===== src/rtl/debounce_multi_if.sv =====
// Pin-side bundle for the multi-channel debouncer: raw pins in, debounced level and strobes out.
// master drives the pins and watches the results; slave is the debouncer itself.
interface debounce_multi_if #(
    parameter int CHANNELS = 4
);
    logic [CHANNELS-1:0] db_in;
    logic [CHANNELS-1:0] db_state;
    logic [CHANNELS-1:0] db_press;
    logic [CHANNELS-1:0] db_release;
    logic [CHANNELS-1:0] db_long;

    modport master (
        output db_in,
        input  db_state, db_press, db_release, db_long
    );

    modport slave (
        input  db_in,
        output db_state, db_press, db_release, db_long
    );
endinterface


===== src/rtl/debounce_multi.sv =====
// Multi-channel debouncer: per-channel synchroniser, stability counter, level plus press/release/long strobes.
// Latency: SYNC_STAGES+DB_CYCLES-1 edges from first pin capture to db_state flip; db_long HOLD_CYCLES after db_press.
// Backpressure: none; outputs are free-running levels and single-cycle registered strobes.
module debounce_multi #(
    parameter int CHANNELS    = 4,
    parameter int CLK_FREQ    = 50000000,
    parameter int DEBOUNCE_MS = 10,
    parameter int HOLD_MS     = 1000,
    parameter int SYNC_STAGES = 2,
    parameter int ACTIVE_LOW  = 0
) (
    input  logic            clk,
    input  logic            rst_n,
    debounce_multi_if.slave bus
);

    localparam int DB_CYCLES   = CLK_FREQ / 1000 * DEBOUNCE_MS;
    localparam int HOLD_CYCLES = CLK_FREQ / 1000 * HOLD_MS;
    localparam int CNT_W       = $clog2(DB_CYCLES + 1);

    logic [CHANNELS-1:0] state_vec;
    logic [CHANNELS-1:0] press_vec;
    logic [CHANNELS-1:0] release_vec;
    logic [CHANNELS-1:0] long_vec;

    for (genvar ch = 0; ch < CHANNELS; ch++) begin : g_ch
        logic                   pin;
        logic                   s;
        logic [SYNC_STAGES-1:0] sync_q, sync_d;
        logic [CNT_W-1:0]       cnt_q, cnt_d;
        logic                   state_q, state_d;
        logic                   press_q, press_d;
        logic                   release_q, release_d;

        // Polarity is normalised before the synchroniser so reset value 0 always means released.
        assign pin = (ACTIVE_LOW != 0) ? ~bus.db_in[ch] : bus.db_in[ch];
        assign s   = sync_q[SYNC_STAGES-1];

        always_comb begin
            sync_d    = {sync_q[SYNC_STAGES-2:0], pin};
            cnt_d     = '0;
            state_d   = state_q;
            press_d   = 1'b0;
            release_d = 1'b0;
            if (s != state_q) begin
                if (cnt_q == CNT_W'(DB_CYCLES - 1)) begin
                    state_d   = s;
                    press_d   = s;
                    release_d = ~s;
                end else begin
                    cnt_d = cnt_q + 1'b1;
                end
            end
        end

        always_ff @(posedge clk or negedge rst_n) begin
            if (!rst_n) begin
                sync_q    <= '0;
                cnt_q     <= '0;
                state_q   <= 1'b0;
                press_q   <= 1'b0;
                release_q <= 1'b0;
            end else begin
                sync_q    <= sync_d;
                cnt_q     <= cnt_d;
                state_q   <= state_d;
                press_q   <= press_d;
                release_q <= release_d;
            end
        end

        assign state_vec[ch]   = state_q;
        assign press_vec[ch]   = press_q;
        assign release_vec[ch] = release_q;

        if (HOLD_CYCLES > 0) begin : g_hold
            localparam int HOLD_W = $clog2(HOLD_CYCLES + 1);

            logic [HOLD_W-1:0] hcnt_q, hcnt_d;
            logic              long_q, long_d;

            // Saturation at HOLD_CYCLES is what keeps db_long to one pulse per press.
            always_comb begin
                hcnt_d = '0;
                long_d = 1'b0;
                if (state_q) begin
                    hcnt_d = (hcnt_q == HOLD_W'(HOLD_CYCLES)) ? hcnt_q : hcnt_q + 1'b1;
                    long_d = (hcnt_q == HOLD_W'(HOLD_CYCLES - 1));
                end
            end

            always_ff @(posedge clk or negedge rst_n) begin
                if (!rst_n) begin
                    hcnt_q <= '0;
                    long_q <= 1'b0;
                end else begin
                    hcnt_q <= hcnt_d;
                    long_q <= long_d;
                end
            end

            assign long_vec[ch] = long_q;
        end else begin : g_no_hold
            assign long_vec[ch] = 1'b0;
        end
    end

    assign bus.db_state   = state_vec;
    assign bus.db_press   = press_vec;
    assign bus.db_release = release_vec;
    assign bus.db_long    = long_vec;

endmodule


===== src/flat_wrapper.sv =====
// flat-port wrapper written by rule: the top's interface ports become plain ports
module debounce_multi_flat 
#(
    parameter int CHANNELS    = 4,
    parameter int CLK_FREQ    = 50000000,
    parameter int DEBOUNCE_MS = 10,
    parameter int HOLD_MS     = 1000,
    parameter int SYNC_STAGES = 2,
    parameter int ACTIVE_LOW  = 0
)
  (clk, rst_n, bus_db_in, bus_db_state, bus_db_press, bus_db_release, bus_db_long);
  debounce_multi_if #(.CHANNELS(CHANNELS)) bus_i ();
  input  logic clk;
  input  logic rst_n;
  input wire logic [$bits(bus_i.db_in)-1:0] bus_db_in;
  output wire logic [$bits(bus_i.db_state)-1:0] bus_db_state;
  output wire logic [$bits(bus_i.db_press)-1:0] bus_db_press;
  output wire logic [$bits(bus_i.db_release)-1:0] bus_db_release;
  output wire logic [$bits(bus_i.db_long)-1:0] bus_db_long;
  assign bus_i.db_in = bus_db_in;
  assign bus_db_state = bus_i.db_state;
  assign bus_db_press = bus_i.db_press;
  assign bus_db_release = bus_i.db_release;
  assign bus_db_long = bus_i.db_long;
  debounce_multi #(.CHANNELS(CHANNELS), .CLK_FREQ(CLK_FREQ), .DEBOUNCE_MS(DEBOUNCE_MS), .HOLD_MS(HOLD_MS), .SYNC_STAGES(SYNC_STAGES), .ACTIVE_LOW(ACTIVE_LOW)) u_core (.clk(clk), .rst_n(rst_n), .bus(bus_i));
endmodule

===== config.mk =====
export PLATFORM = sky130hd
export DESIGN_NAME = debounce_multi_flat
export DESIGN_NICKNAME = d
export VERILOG_FILES = /design/src/rtl/debounce_multi_if.sv /design/src/rtl/debounce_multi.sv /design/src/flat_wrapper.sv
export SDC_FILE = /design/constraint.sdc
export NUM_CORES = 1
export LEC_CHECK = 0
export BUFFER_PORTS_ARGS = -buffer_cell sky130_fd_sc_hd__buf_2
export CORE_MARGIN = 2
export CORE_UTILIZATION = 55
export CTS_CLUSTER_SIZE = 10
export DETAILED_ROUTE_END_ITERATION = 8
export PLACE_DENSITY = 0.77
export SETUP_SLACK_MARGIN = 0.4
export SLEW_MARGIN = 20
export SYNTH_ARGS = -nofsm -noshare
export SYNTH_HDL_FRONTEND = slang
export SYNTH_SLANG_ARGS = --single-unit

===== constraint.sdc =====
create_clock -name clk -period 2.2 [get_ports clk]
set_input_delay 0.66 -clock clk [delete_from_list [all_inputs] [get_ports clk]]
set_output_delay 0.66 -clock clk [all_outputs]
set_load 0.05 [all_outputs]

* After elaboration in Yosys (flattened, before gate mapping)
Cells that the tools add are included.
Cells by class: divide/modulo/power cells 0, shift operators 0, bitwise gates (word level) 4, reduce and logical (&&, ||, !) cells 4, $mul 0, order comparisons 0, equal/unequal tests 20, multiplexer cells 36, add/subtract/negate cells 8
Operators by type and width (number):
- 26-bit equality test, second input constant | 8
- 26-bit two-way mux | 8
- 19-bit two-way mux | 8
- 26-bit by 1-bit adder with 26-bit output, second input constant | 4
- 19-bit by 1-bit adder with 19-bit output, second input constant | 4
- 19-bit equality test, second input constant | 4
- 1-bit two-way mux | 20
- 2-bit inequality test, second input constant | 4
- 2-bit AND reduction | 4
- 1-bit inequality test | 4
- 1-bit NOT | 4
Word-level totals: bits in read-only memories 0, bits in writable memories 0, memories kept 0, register bits 204, word-level logic and storage cells 100, output and inout bits 16, input port bits 6, bits in latches 0

* Depth between registers and ports, before layout
Gate-level depths: netlist of the first run.
depth after elaboration 3, depth in mapped cells 8, depth with buffers taken out 7

* Worst setup path before layout of the first run
No wires, ideal clock.
kind flip-flop to flip-flop, start point register u_core.g_ch[0].cnt_q[0], end point register u_core.g_ch[0].cnt_q[10], setup slack 269 ps, library setup time 132 ps, cell stages (with the launch flop) 9, required time 2068 ps, arrival 1799 ps, buffers on the path 2, cell sequence dfrtp_1 ha_1 and4_1 and3_1 nand4_1 nand2b_1 clkbuf_1 clkbuf_1 nor2_1
On the way: word-level cells in the longest chain between the ends 3, elaborated cells on any way between the ends 4, those cells by class add/sub (1); eq/ne (1); mux (2)
RTL lines:
- start: declaration | RTL line debounce_multi.sv:30 | logic [CNT_W-1:0] cnt_q, cnt_d;
- start signal: assignment | RTL line debounce_multi.sv:65 | cnt_q <= cnt_d;
- 19-bit by 1-bit adder with 19-bit output / 19-bit equality test (equally long branches) | RTL line debounce_multi.sv:51, debounce_multi.sv:46
- 19-bit two-way mux (*) | RTL line debounce_multi.sv:46 | if (cnt_q == CNT_W'(DB_CYCLES - 1)) begin
- 19-bit two-way mux (*) | RTL line debounce_multi.sv:45 | if (s != state_q) begin
- named net u_core.g_ch[0].cnt_d[10] | RTL line debounce_multi.sv:30
The timed path passes the listed nets; every way through them passes the cells marked *. A chain may end at the register's enable or synchronous reset.

* Worst setup path after layout of the first run
start point register u_core.g_ch[3].g_hold.hcnt_q[11], end point register u_core.g_ch[3].g_hold.hcnt_q[1]
On the way: word-level cells in the longest chain between the ends 2
RTL lines:
- start: declaration | RTL line debounce_multi.sv:79 | logic [HOLD_W-1:0] hcnt_q, hcnt_d;
- start signal: assignment | RTL line debounce_multi.sv:97 | hcnt_q <= hcnt_d;
- 26-bit equality test | RTL line debounce_multi.sv:87 | hcnt_d = (hcnt_q == HOLD_W'(HOLD_CYCLES)) ? hcnt_q : hcnt_q + 1'b1;
- 2-bit inequality test (no line)
Every way passes these cells.

==> metrics.yaml, run 1 <==
logic_synthesis:
  ys_ff_latch: 204
  syn_area_um2: 10000
  async_flop_share_pct: 100
  yosysTopAreaCell: "dfrtp_1"
  ys_seq_area_share_pct: 50.9
  yosysWarnings: 0
  synthMostInstantiatedCell: "dfrtp_1"
  synthAdderAreaFrac_pct: 1.50
  synthCells: 993
  ys_top_cells_by_count: "204 x dfrtp_1, 119 x nor2_1, 91 x xor2_1"
  synth_nets: 1011
  ys.flop_type: "dfrtp_1"
  synth_edf_count: 0
  synth_top_area_share_pct: 50.9
  ys_types: 48
  synth_mux_area_share_pct: 0.848
  synth-xor-area-share_pct: 13.5
  synth-simple-area-share_pct: 28.4
  synth.avg_cell_area_um2: 10.1
  synth_compound_area_share_pct: 1.92
  synthTopCellsByArea: "dfrtp_1 51%, xor2_1 7.9%, xnor2_1 5.6%"
  synth_top_family_by_area: "simple AND/OR/NAND/NOR gates"
floorplan:
  core_um2: 18000
  start_util_pct: 55.9
  fp.dieW_um: 139
  rows: 49
  die_h_um: 139
  ios: 22
  die_area_um2: 19300
route:
  detail_route.wl_per_cell_um: 14.7
  route.detailed.drc: 0
  dr_total_vias: 7115
  wirelength_mm: 18.8
  drt_first_pass_iters: 5
  via_per_inst: 5.56
  drt_iter0_markers: 385
  ant_nets: 0
placed_design:
  globalplace.congestion: 0.825
  dpl_worst_slack_ps: 227
  io_buffers: 21
  place_hpwl_mm: 11.6
critical_path:
  cp_num_cells: 6
  cp-endpoint: "u_core.g_ch[3].g_hold.hcnt_q[1]"
  cpMaxStageDelayCell: "or4b_1"
  endpoint_kind: "flop"
  cp.arrival_ps: 2280
  r2r_end: "u_core.g_ch[3].g_hold.hcnt_q[1]"
  crit_buf_inv: 1
  reg2reg_slack_ps: 310
  path_cells: "or4b_1 -> or3_4 -> nor3_4 -> buf_6 -> mux2i_1 -> nor2b_1"
  path_max_fanout: 7
  startpoint: "u_core.g_ch[3].g_hold.hcnt_q[11]"
  cp-start-kind: "flop"
  cp.required_ps: 2590
  r2r_cells: 6
  timing_worst_setup_path_type: "reg2reg"
  slowest_delay_ps: 510
  rr_startpoint: "u_core.g_ch[3].g_hold.hcnt_q[11]"
  path_delay_family: "simple AND/OR/NAND/NOR gates"
timing:
  finClkSkew_ps: 13.6
  slew_violations: 0
  setup_viol: 0
  period_needed_ps: 1890
  tightest_slew_ps: 654
  fmax_mhz: 529
  slew_headroom_pct: 56.1
  layout_worst_path_cycle_share_pct: 86.0
  finalHoldViolCount: 0
  holdWs_ps: 129
  setup_tns_ps: 0
  rsz0062_at_grt: "yes"
  fin_ws_ps: 309
cells_and_area:
  diodes: 0
  fillerInstances: 1413
  multi_input_area_um2: 4870
  drive_gt1_share_pct: 14.6
  fin_nets: 1066
  seq_area_um2: 5120
  area_growth_pct: 15.3
cts:
  cts_buffer_depth: 3
  htree_levels: 1
  clk_pin_slew_ps: 50
  cts_sinks: 204
  cts-buffers-inserted: 24
  clock_latency_ps: 500
  cts_tree: "done"
  root_buffer: "clkbuf_16"
global_route:
  grt_start_max_net_pins: 54
  grt_pass1_wl_mm: 32.1
  antenna_found_initial: 0
  grt_use_total_pct: 19.2
  gr-total-overflow: 0
  first_global_vias: 6922
status:
  outcome: "complete, no violations"
hold_path:
  min_path_type: "in2async"
job:
  max-cap-violations: 0
power:
  p_per_area_nw_per_um2: 638
  p_leak_nw: 5.11
  peakVddDrop_mv: 0.647
  finalPower_mw: 7.38
stage by stage:
stage | cells | utilization (%) | instance area, µm²
final | 1279 | 64.4 | 11600
after global routing | 1279 | 64.4 | 11600
after CTS | 1260 | 62.7 | 11300
after detailed placement | 1221 | 58.1 | 10400
after global placement | 1221 | 58.1 | 10400
after floorplan | 993 | - | 10100
report_power, final:
group          leakage, nW  switching, mW  total [mW]  internal (mW)
Clock                0.320           1.37        3.40           2.03
Combinational         1.99          0.118       0.175         0.0567
Sequential            2.81         0.0259        3.81           3.78
how the worst min path moves through the flow:
stage,start,to,slack (ps),depth (start not counted)
CTS,rst_n,u_core.g_ch[3].g_hold.hcnt_q[5],130,1
detailed placement,u_core.g_ch[3].sync_q[0],u_core.g_ch[3].sync_q[1],340,0
global placement,u_core.g_ch[1].sync_q[0],u_core.g_ch[1].sync_q[1],330,0
global route,rst_n,u_core.g_ch[3].g_hold.hcnt_q[5],150,1
finish,rst_n,u_core.g_ch[3].g_hold.hcnt_q[5],130,1
floorplan,u_core.g_ch[0].sync_q[0],u_core.g_ch[0].sync_q[1],330,0
state kept, by name, summed over array words and instances (netlist names):
name,count
u_core.g_ch.g_hold.hcnt_q,104
u_core.g_ch.g_hold.long_q,4
u_core.g_ch.release_q,4
u_core.g_ch.cnt_q,76
u_core.g_ch.state_q,4
u_core.g_ch.sync_q,8
u_core.g_ch.press_q,4
repair_timing:
action,CTS,global route
gates cloned,1,1
setup endpoints to repair,60,103
gates resized for setup,24,43
hold buffers,0,0
pin swaps,11,24
setup buffers,10,18
layout make-up:
| type | count | share of cell area (%) |
|---|---|---|
| repair buffers | 68 | 4.90 |
| well taps | 229 | 2.48 |
| clock buffers | 27 | 5.56 |
| flip-flops and latches | 204 | 44.2 |
| inverters | 23 | 0.746 |
| clock inverters | 1 | 0.0433 |
| multi-input cells | 727 | 42.1 |
kinds of logic (layout without fill, tap and decap cells):
kind of cell / Yosys count / count (layout)
xor gates and xnor gates: 155 / 155
DFF: 204 / 204
AOI/OAI and AO/OA: 30 / 30
and+or+nand+nor: 521 / 522
adders and majority gates: 12 / 12
buffers and inverters: 63 / 119
muxes: 8 / 8
metal layers:
metal	global-route usage [%]	vias to the layer above	routed length (µm)
met5	0	-	0
met4	4.78	0	328
met3	2.83	25	618
met2	32.0	99	9170
met1	26.6	3490	8670
li1	-	3501	-
placed cells by master, fill, tap and decap left out, drive strengths merged, types with 10 or more instances in the layout:
| cell type | synthesis | final |
|---|---|---|
| nand4 | 48 | 48 |
| inv | 23 | 23 |
| nor3b | 12 | 12 |
| ha | 12 | 12 |
| and4 | 15 | 15 |
| clkbuf | 22 | 29 |
| o21ai | 10 | 10 |
| nor4 | 24 | 24 |
| dfrtp | 204 | 204 |
| nor3 | 24 | 24 |
| nor2 | 119 | 119 |
| and2 | 62 | 62 |
| xnor2 | 64 | 64 |
| nor2b | 13 | 13 |
| nand3 | 66 | 66 |
| buf | 18 | 66 |
| and3 | 29 | 29 |
| xor2 | 91 | 91 |
| nand2 | 62 | 63 |
| or3 | 12 | 12 |
Power figures use the tool's default switching activity.
==> run 2, diff against run 1 <==
CORE_UTILIZATION = 50   (was 55)
PLACE_DENSITY = 0.72   (was 0.77)
==> metrics.yaml, run 2 (synthesized netlist as in run 1, its figures left out) <==
timing:
  holdWs_ps: 80.7  # -48.2 ps
  slew_violations: 0  # unchanged
  finalHoldViolCount: 0  # unchanged
  fin_ws_ps: 316  # +7.07 ps
  period_needed_ps: 1880  # -7.07 ps
  setup_tns_ps: 0  # unchanged
  slew_headroom_pct: 59.6  # +3.5 points
  tightest_slew_ps: 601  # -52.6 ps
  layout_worst_path_cycle_share_pct: 85.6  # -0.32 points
  fmax_mhz: 531  # +0.38%
  setup_viol: 0  # unchanged
  rsz0062_at_grt: "yes"
  finClkSkew_ps: 8.87  # -4.73 ps
critical_path:
  cp.arrival_ps: 2270  # about the same
  path_delay_family: "simple AND/OR/NAND/NOR gates"
  rr_startpoint: "u_core.g_ch[3].g_hold.hcnt_q[10]"
  timing_worst_setup_path_type: "reg2reg"
  endpoint_kind: "flop"
  cp_num_cells: 6  # unchanged
  slowest_delay_ps: 500  # about the same
  cpMaxStageDelayCell: "or4b_1"
  reg2reg_slack_ps: 320  # about the same
  r2r_cells: 6  # unchanged
  path_max_fanout: 4  # -3
  cp-start-kind: "flop"
  cp.required_ps: 2590  # about the same
  r2r_end: "u_core.g_ch[3].g_hold.hcnt_q[16]"
  crit_buf_inv: 1  # unchanged
  path_cells: "or4b_1 -> or3_4 -> nor3_4 -> buf_4 -> o311ai_0 -> o41ai_1"
placed_design:
  place_hpwl_mm: 11.5  # -1.3%
  dpl_worst_slack_ps: 203  # -23.9 ps
  globalplace.congestion: 0.778  # -5.6%
  io_buffers: 21  # unchanged
cells_and_area:
  fillerInstances: 1636  # +16%
  drive_gt1_share_pct: 14.6  # about the same
  seq_area_um2: 5120  # about the same
  area_growth_pct: 15.3  # about the same
  mostFrequentLayoutCell: "dfrtp_1"
  largest_reg_flops: 104  # unchanged
  reg.largest.list: "u_core.g_ch.g_hold.hcnt_q x104, u_core.g_ch.cnt_q x76, u_core.g_ch.sync_q x8"
  fin_nets: 1059  # -0.66%
  fin_util_pct: 59.1  # -5.3 points
  largest_register: "u_core.g_ch.g_hold.hcnt_q"
  multi_input_area_um2: 4880  # +0.39%
  diodes: 0  # unchanged
  layout_common_cells: "193 x dfrtp_1, 115 x nor2_1, 91 x xor2_1"
cts:
  cts-buffers-inserted: 24  # unchanged
  clk_pin_slew_ps: 50  # about the same
  cts_sinks: 204  # unchanged
  cts_tree: "done"
  cts_buffer_depth: 3  # unchanged
  ctsHoldBuffers: 0  # unchanged
  clock_latency_ps: 500  # about the same
  root_buffer: "clkbuf_16"
  htree_levels: 1  # unchanged
global_route:
  gr-total-overflow: 0  # unchanged
  grt_pass1_wl_mm: 32.1  # about the same
  antenna_found_initial: 0  # unchanged
  first_global_vias: 6892  # -0.43%
  grt_start_max_net_pins: 63  # +17%
  grt_use_total_pct: 17.4  # -1.7 points
route:
  drt_first_pass_iters: 4  # -1
  route.detailed.drc: 0  # unchanged
  drt_iter0_markers: 327  # -15%
  dr_total_vias: 7044  # -1.0%
  wirelength_mm: 18.4  # -2.0%
  detail_route.wl_per_cell_um: 14.1  # -4.2%
  ant_nets: 0  # unchanged
  via_per_inst: 5.39  # -3.2%
status:
  outcome: "complete, no violations"
floorplan:
  rows: 51  # +4.1%
  core_um2: 19600  # +9.1%
  fp.dieW_um: 146  # +4.7%
  die_h_um: 146  # +4.7%
  ios: 22  # unchanged
  start_util_pct: 51.2  # -4.6 points
  die_area_um2: 21200  # +9.7%
job:
  max-cap-violations: 0  # unchanged
power:
  p_leak_nw: 5.07  # -0.90%
  p_per_area_nw_per_um2: 644  # +1.0%
  peakVddDrop_mv: 0.556  # -14%
hold_path:
  min_path_type: "in2async"
## run 2: cell type report
class	count	area share, %
clock buffer	27	5.47
clock inverter	1	0.259
inverter	23	0.746
multi-input combinational	727	42.2
sequential	204	44.2
tap	265	2.86
timing repair buffer	61	4.24
## run 2: through the flow
step | instances | power (mW) | instance area (µm²)
floorplan | 993 | 3.92 | 10100
global placement | 1254 | 4.03 | 10400
detailed placement | 1254 | 4.03 | 10400
CTS | 1291 | 7.57 | 11300
global route | 1308 | 7.75 | 11600
finish | 1308 | 7.46 | 11600
## run 2: what timing repair did
item	4_1_cts	5_1_grt
setup endpoints to repair	37	106
setup buffers	8	17
pin swaps	4	15
endpoints found under the hold margin	0	0
gates cloned	1	0
resized for setup	21	53
## run 2: per-layer routing
layer	routed length (µm)	vias to the layer above	track usage, %
li1	-	3473	-
met1	8780	3450	24.3
met2	8670	85	28.7
met3	519	36	2.70
met4	432	0	4.56
met5	0	-	0
## run 2: how the worst max path moves through the flow
| stage | from | end | slack, ps |
|---|---|---|---|
| finish | u_core.g_ch[3].g_hold.hcnt_q[10] | u_core.g_ch[3].g_hold.hcnt_q[16] | 320 |
| global route | u_core.g_ch[3].g_hold.hcnt_q[10] | u_core.g_ch[3].g_hold.hcnt_q[1] | 230 |
| CTS | u_core.g_ch[3].g_hold.hcnt_q[10] | u_core.g_ch[3].g_hold.hcnt_q[1] | 270 |
| detailed placement | u_core.g_ch[2].g_hold.hcnt_q[10] | u_core.g_ch[2].g_hold.hcnt_q[20] | 200 |
| global placement | u_core.g_ch[3].g_hold.hcnt_q[16] | u_core.g_ch[3].g_hold.hcnt_q[1] | 240 |
| floorplan | u_core.g_ch[3].g_hold.hcnt_q[16] | u_core.g_ch[3].g_hold.hcnt_q[1] | 340 |
## run 2: report_power, final
part	switching, mW	leakage, nW	internal (mW)
logic	0.114	1.94	0.0461
registers	0.0254	2.80	3.78
clock network	1.38	0.325	2.11
total	1.52	5.07	5.94
==> run 3, diff against run 2 <==
PLACE_DENSITY = unset   (was 0.72)
PLACE_DENSITY_LB_ADDON = 0.2   (was unset)
==> metrics.yaml, run 3 (synthesized netlist as in run 1, its figures left out) <==
cts:
  cts-buffers-inserted: 25  # +4.2%
  ctsHoldBuffers: 0  # unchanged
  root_buffer: "clkbuf_16"
  cts_tree: "done"
  htree_levels: 1  # unchanged
  cts_sinks: 204  # unchanged
  clk_pin_slew_ps: 60  # about the same
  cts_buffer_depth: 3  # unchanged
  clock_latency_ps: 510  # about the same
floorplan:
  start_util_pct: 51.2  # unchanged
  rows: 51  # unchanged
  die_h_um: 146  # unchanged
  fp.dieW_um: 146  # unchanged
  ios: 22  # unchanged
  core_um2: 19600  # unchanged
  die_area_um2: 21200  # unchanged
critical_path:
  cp-start-kind: "flop"
  cp.arrival_ps: 2290  # +20 ps
  endpoint_kind: "flop"
  cpMaxStageDelayCell: "or4b_1"
  cp.required_ps: 2600  # about the same
  path_max_fanout: 7  # +3
  path_cells: "or4b_1 -> or3_4 -> nor3_4 -> buf_6 -> mux2i_1 -> nor2b_1"
  slowest_delay_ps: 520  # +20 ps
  timing_worst_setup_path_type: "reg2reg"
power:
  switching_share_pct: 20.9  # +0.55 points
  p_per_area_nw_per_um2: 643  # -0.22%
  finalPower_mw: 7.51  # +0.69%
  power_frac_comb_pct: 2.2  # about the same
  power_switching_mw: 1.57  # +3.4%
  power.internal_mw: 5.94  # about the same
  clock_power_share_pct: 47.1  # +0.3 points
  seq_power_share_pct: 50.7  # -0.3 points
  peakVddDrop_mv: 0.478  # -14%
  p_leak_nw: 5.12  # +0.98%
cells_and_area:
  fin_nets: 1069  # +0.94%
  diodes: 0  # unchanged
  area_growth_pct: 16.4
  mostFrequentLayoutCell: "dfrtp_1"
  largest_register: "u_core.g_ch.g_hold.hcnt_q"
  reg.largest.list: "u_core.g_ch.g_hold.hcnt_q x104, u_core.g_ch.cnt_q x76, u_core.g_ch.sync_q x8"
  largest_reg_flops: 104  # unchanged
  layout_common_cells: "196 x dfrtp_1, 116 x nor2_1, 91 x xor2_1"
  drive_gt1_share_pct: 15.1  # +0.54 points
  fillerInstances: 1675  # +2.4%
hold_path:
  min_path_type: "in2async"
route:
  detail_route.wl_per_cell_um: 13.9  # -1.5%
  dr_total_vias: 6968  # -1.1%
  ant_nets: 0  # unchanged
  route.detailed.drc: 0  # unchanged
  drt_iter0_markers: 335  # +2.4%
  drt_first_pass_iters: 6  # +2
  via_per_inst: 5.26  # -2.3%
  wirelength_mm: 18.3  # -0.33%
placed_design:
  dpl_worst_slack_ps: 200  # -3.35 ps
  io_buffers: 21  # unchanged
  place_hpwl_mm: 11.5  # -0.16%
  globalplace.congestion: 0.766  # -1.6%
global_route:
  grt_pass1_wl_mm: 31.7  # -1.1%
  first_global_vias: 6741  # -2.2%
  gr-total-overflow: 0  # unchanged
  antenna_found_initial: 0  # unchanged
  grt_use_total_pct: 17.4  # -0.084 points
  grt_start_max_net_pins: 53  # -16%
timing:
  fin_ws_ps: 311  # -5.15 ps
  layout_worst_path_cycle_share_pct: 85.9  # +0.23 points
  period_needed_ps: 1890  # +5.15 ps
  slew_violations: 0  # unchanged
  finalHoldViolCount: 0  # unchanged
  slew_headroom_pct: 54.3  # -5.3 points
  tightest_slew_ps: 681  # +79.2 ps
  finClkSkew_ps: 7.42  # -1.45 ps
  rsz0062_at_grt: "yes"
  fmax_mhz: 529  # -0.27%
  setup_viol: 0  # unchanged
  holdWs_ps: 103  # +21.9 ps
  setup_tns_ps: 0  # unchanged
status:
  outcome: "complete, no violations"
job:
  max-cap-violations: 0  # unchanged
-- run 3: cell count changes in the layout (fill, tap and decap cells not counted), sizes merged --
cell	change
clkbuf	+4
bufinv	-1
clkinv	+2
buf	+11
-- run 3: per-stage QoR --
stage	area (µm²)	util, %	instances
final	11700	59.6	1324
after global routing	11700	59.6	1324
after CTS	11300	57.8	1304
after detailed placement	10500	53.4	1256
after global placement	10500	53.4	1256
after floorplan	10100	-	993
-- run 3: critical path, delay by kind of cell (launching register included) --
family,cells,cell delay [ps]
buffers and inverters,1,150
flip-flops,1,390
multiplexers,1,180
AND/OR/NAND/NOR,4,1070
-- run 3: area by class of cell --
type                            count  area [µm²]  share of cell area [%]
Timing Repair Buffer               70         571                    4.88
Clock buffer                       33         676                    5.78
Tap cell                          265         332                    2.84
Multi-Input combinational cell    727        4890                    41.9
Inverter                           23        86.3                   0.739
Sequential cell                   204        5110                    43.8
Clock inverter                      2        10.0                  0.0857
-- run 3: repair_timing --
item | in CTS | in global routing
resized for setup | 24 | 48
buffers inserted | 12 | 19
endpoints found under the setup margin | 57 | 107
pin swaps | 9 | 20
hold endpoints to repair | 0 | 0
cloned | 1 | 1
-- run 3: power by group through the flow --
| stage | sequential (mW) | combinational (mW) | clock (mW) |
|---|---|---|---|
| 2_1_floorplan | 3.87 | 0.0517 | 0 |
| 4_1_cts | 3.80 | 0.168 | 3.64 |
| 6_report | 3.81 | 0.167 | 3.54 |
| 5_1_grt | 3.81 | 0.197 | 3.79 |
| 3_3_place_gp | 3.87 | 0.164 | 0 |
| 3_5_place_dp | 3.87 | 0.164 | 0 |
-- run 3: final timing paths --
kind	from	cells past startpoint	slack, ps	end
setup reg to reg	u_core.g_ch[3].g_hold.hcnt_q[10]	6	310	u_core.g_ch[3].g_hold.hcnt_q[1]
min in group clk	bus_db_in[3]	1	260	u_core.g_ch[3].sync_q[0]
hold reg to reg	u_core.g_ch[1].sync_q[0]	0	340	u_core.g_ch[1].sync_q[1]
setup / recovery	u_core.g_ch[3].g_hold.hcnt_q[10]	6	310	u_core.g_ch[3].g_hold.hcnt_q[1]
max in group asynchronous	rst_n	2	1480	u_core.g_ch[3].cnt_q[4]
hold / removal	rst_n	1	100	u_core.g_ch[1].cnt_q[3]
-- run 3: metal layers --
layer  track usage, %  share of wire (%)
met1             24.7                 50
met4             4.36                1.9
met3             2.98                2.7
met5                0                  0
met2             27.9                 46
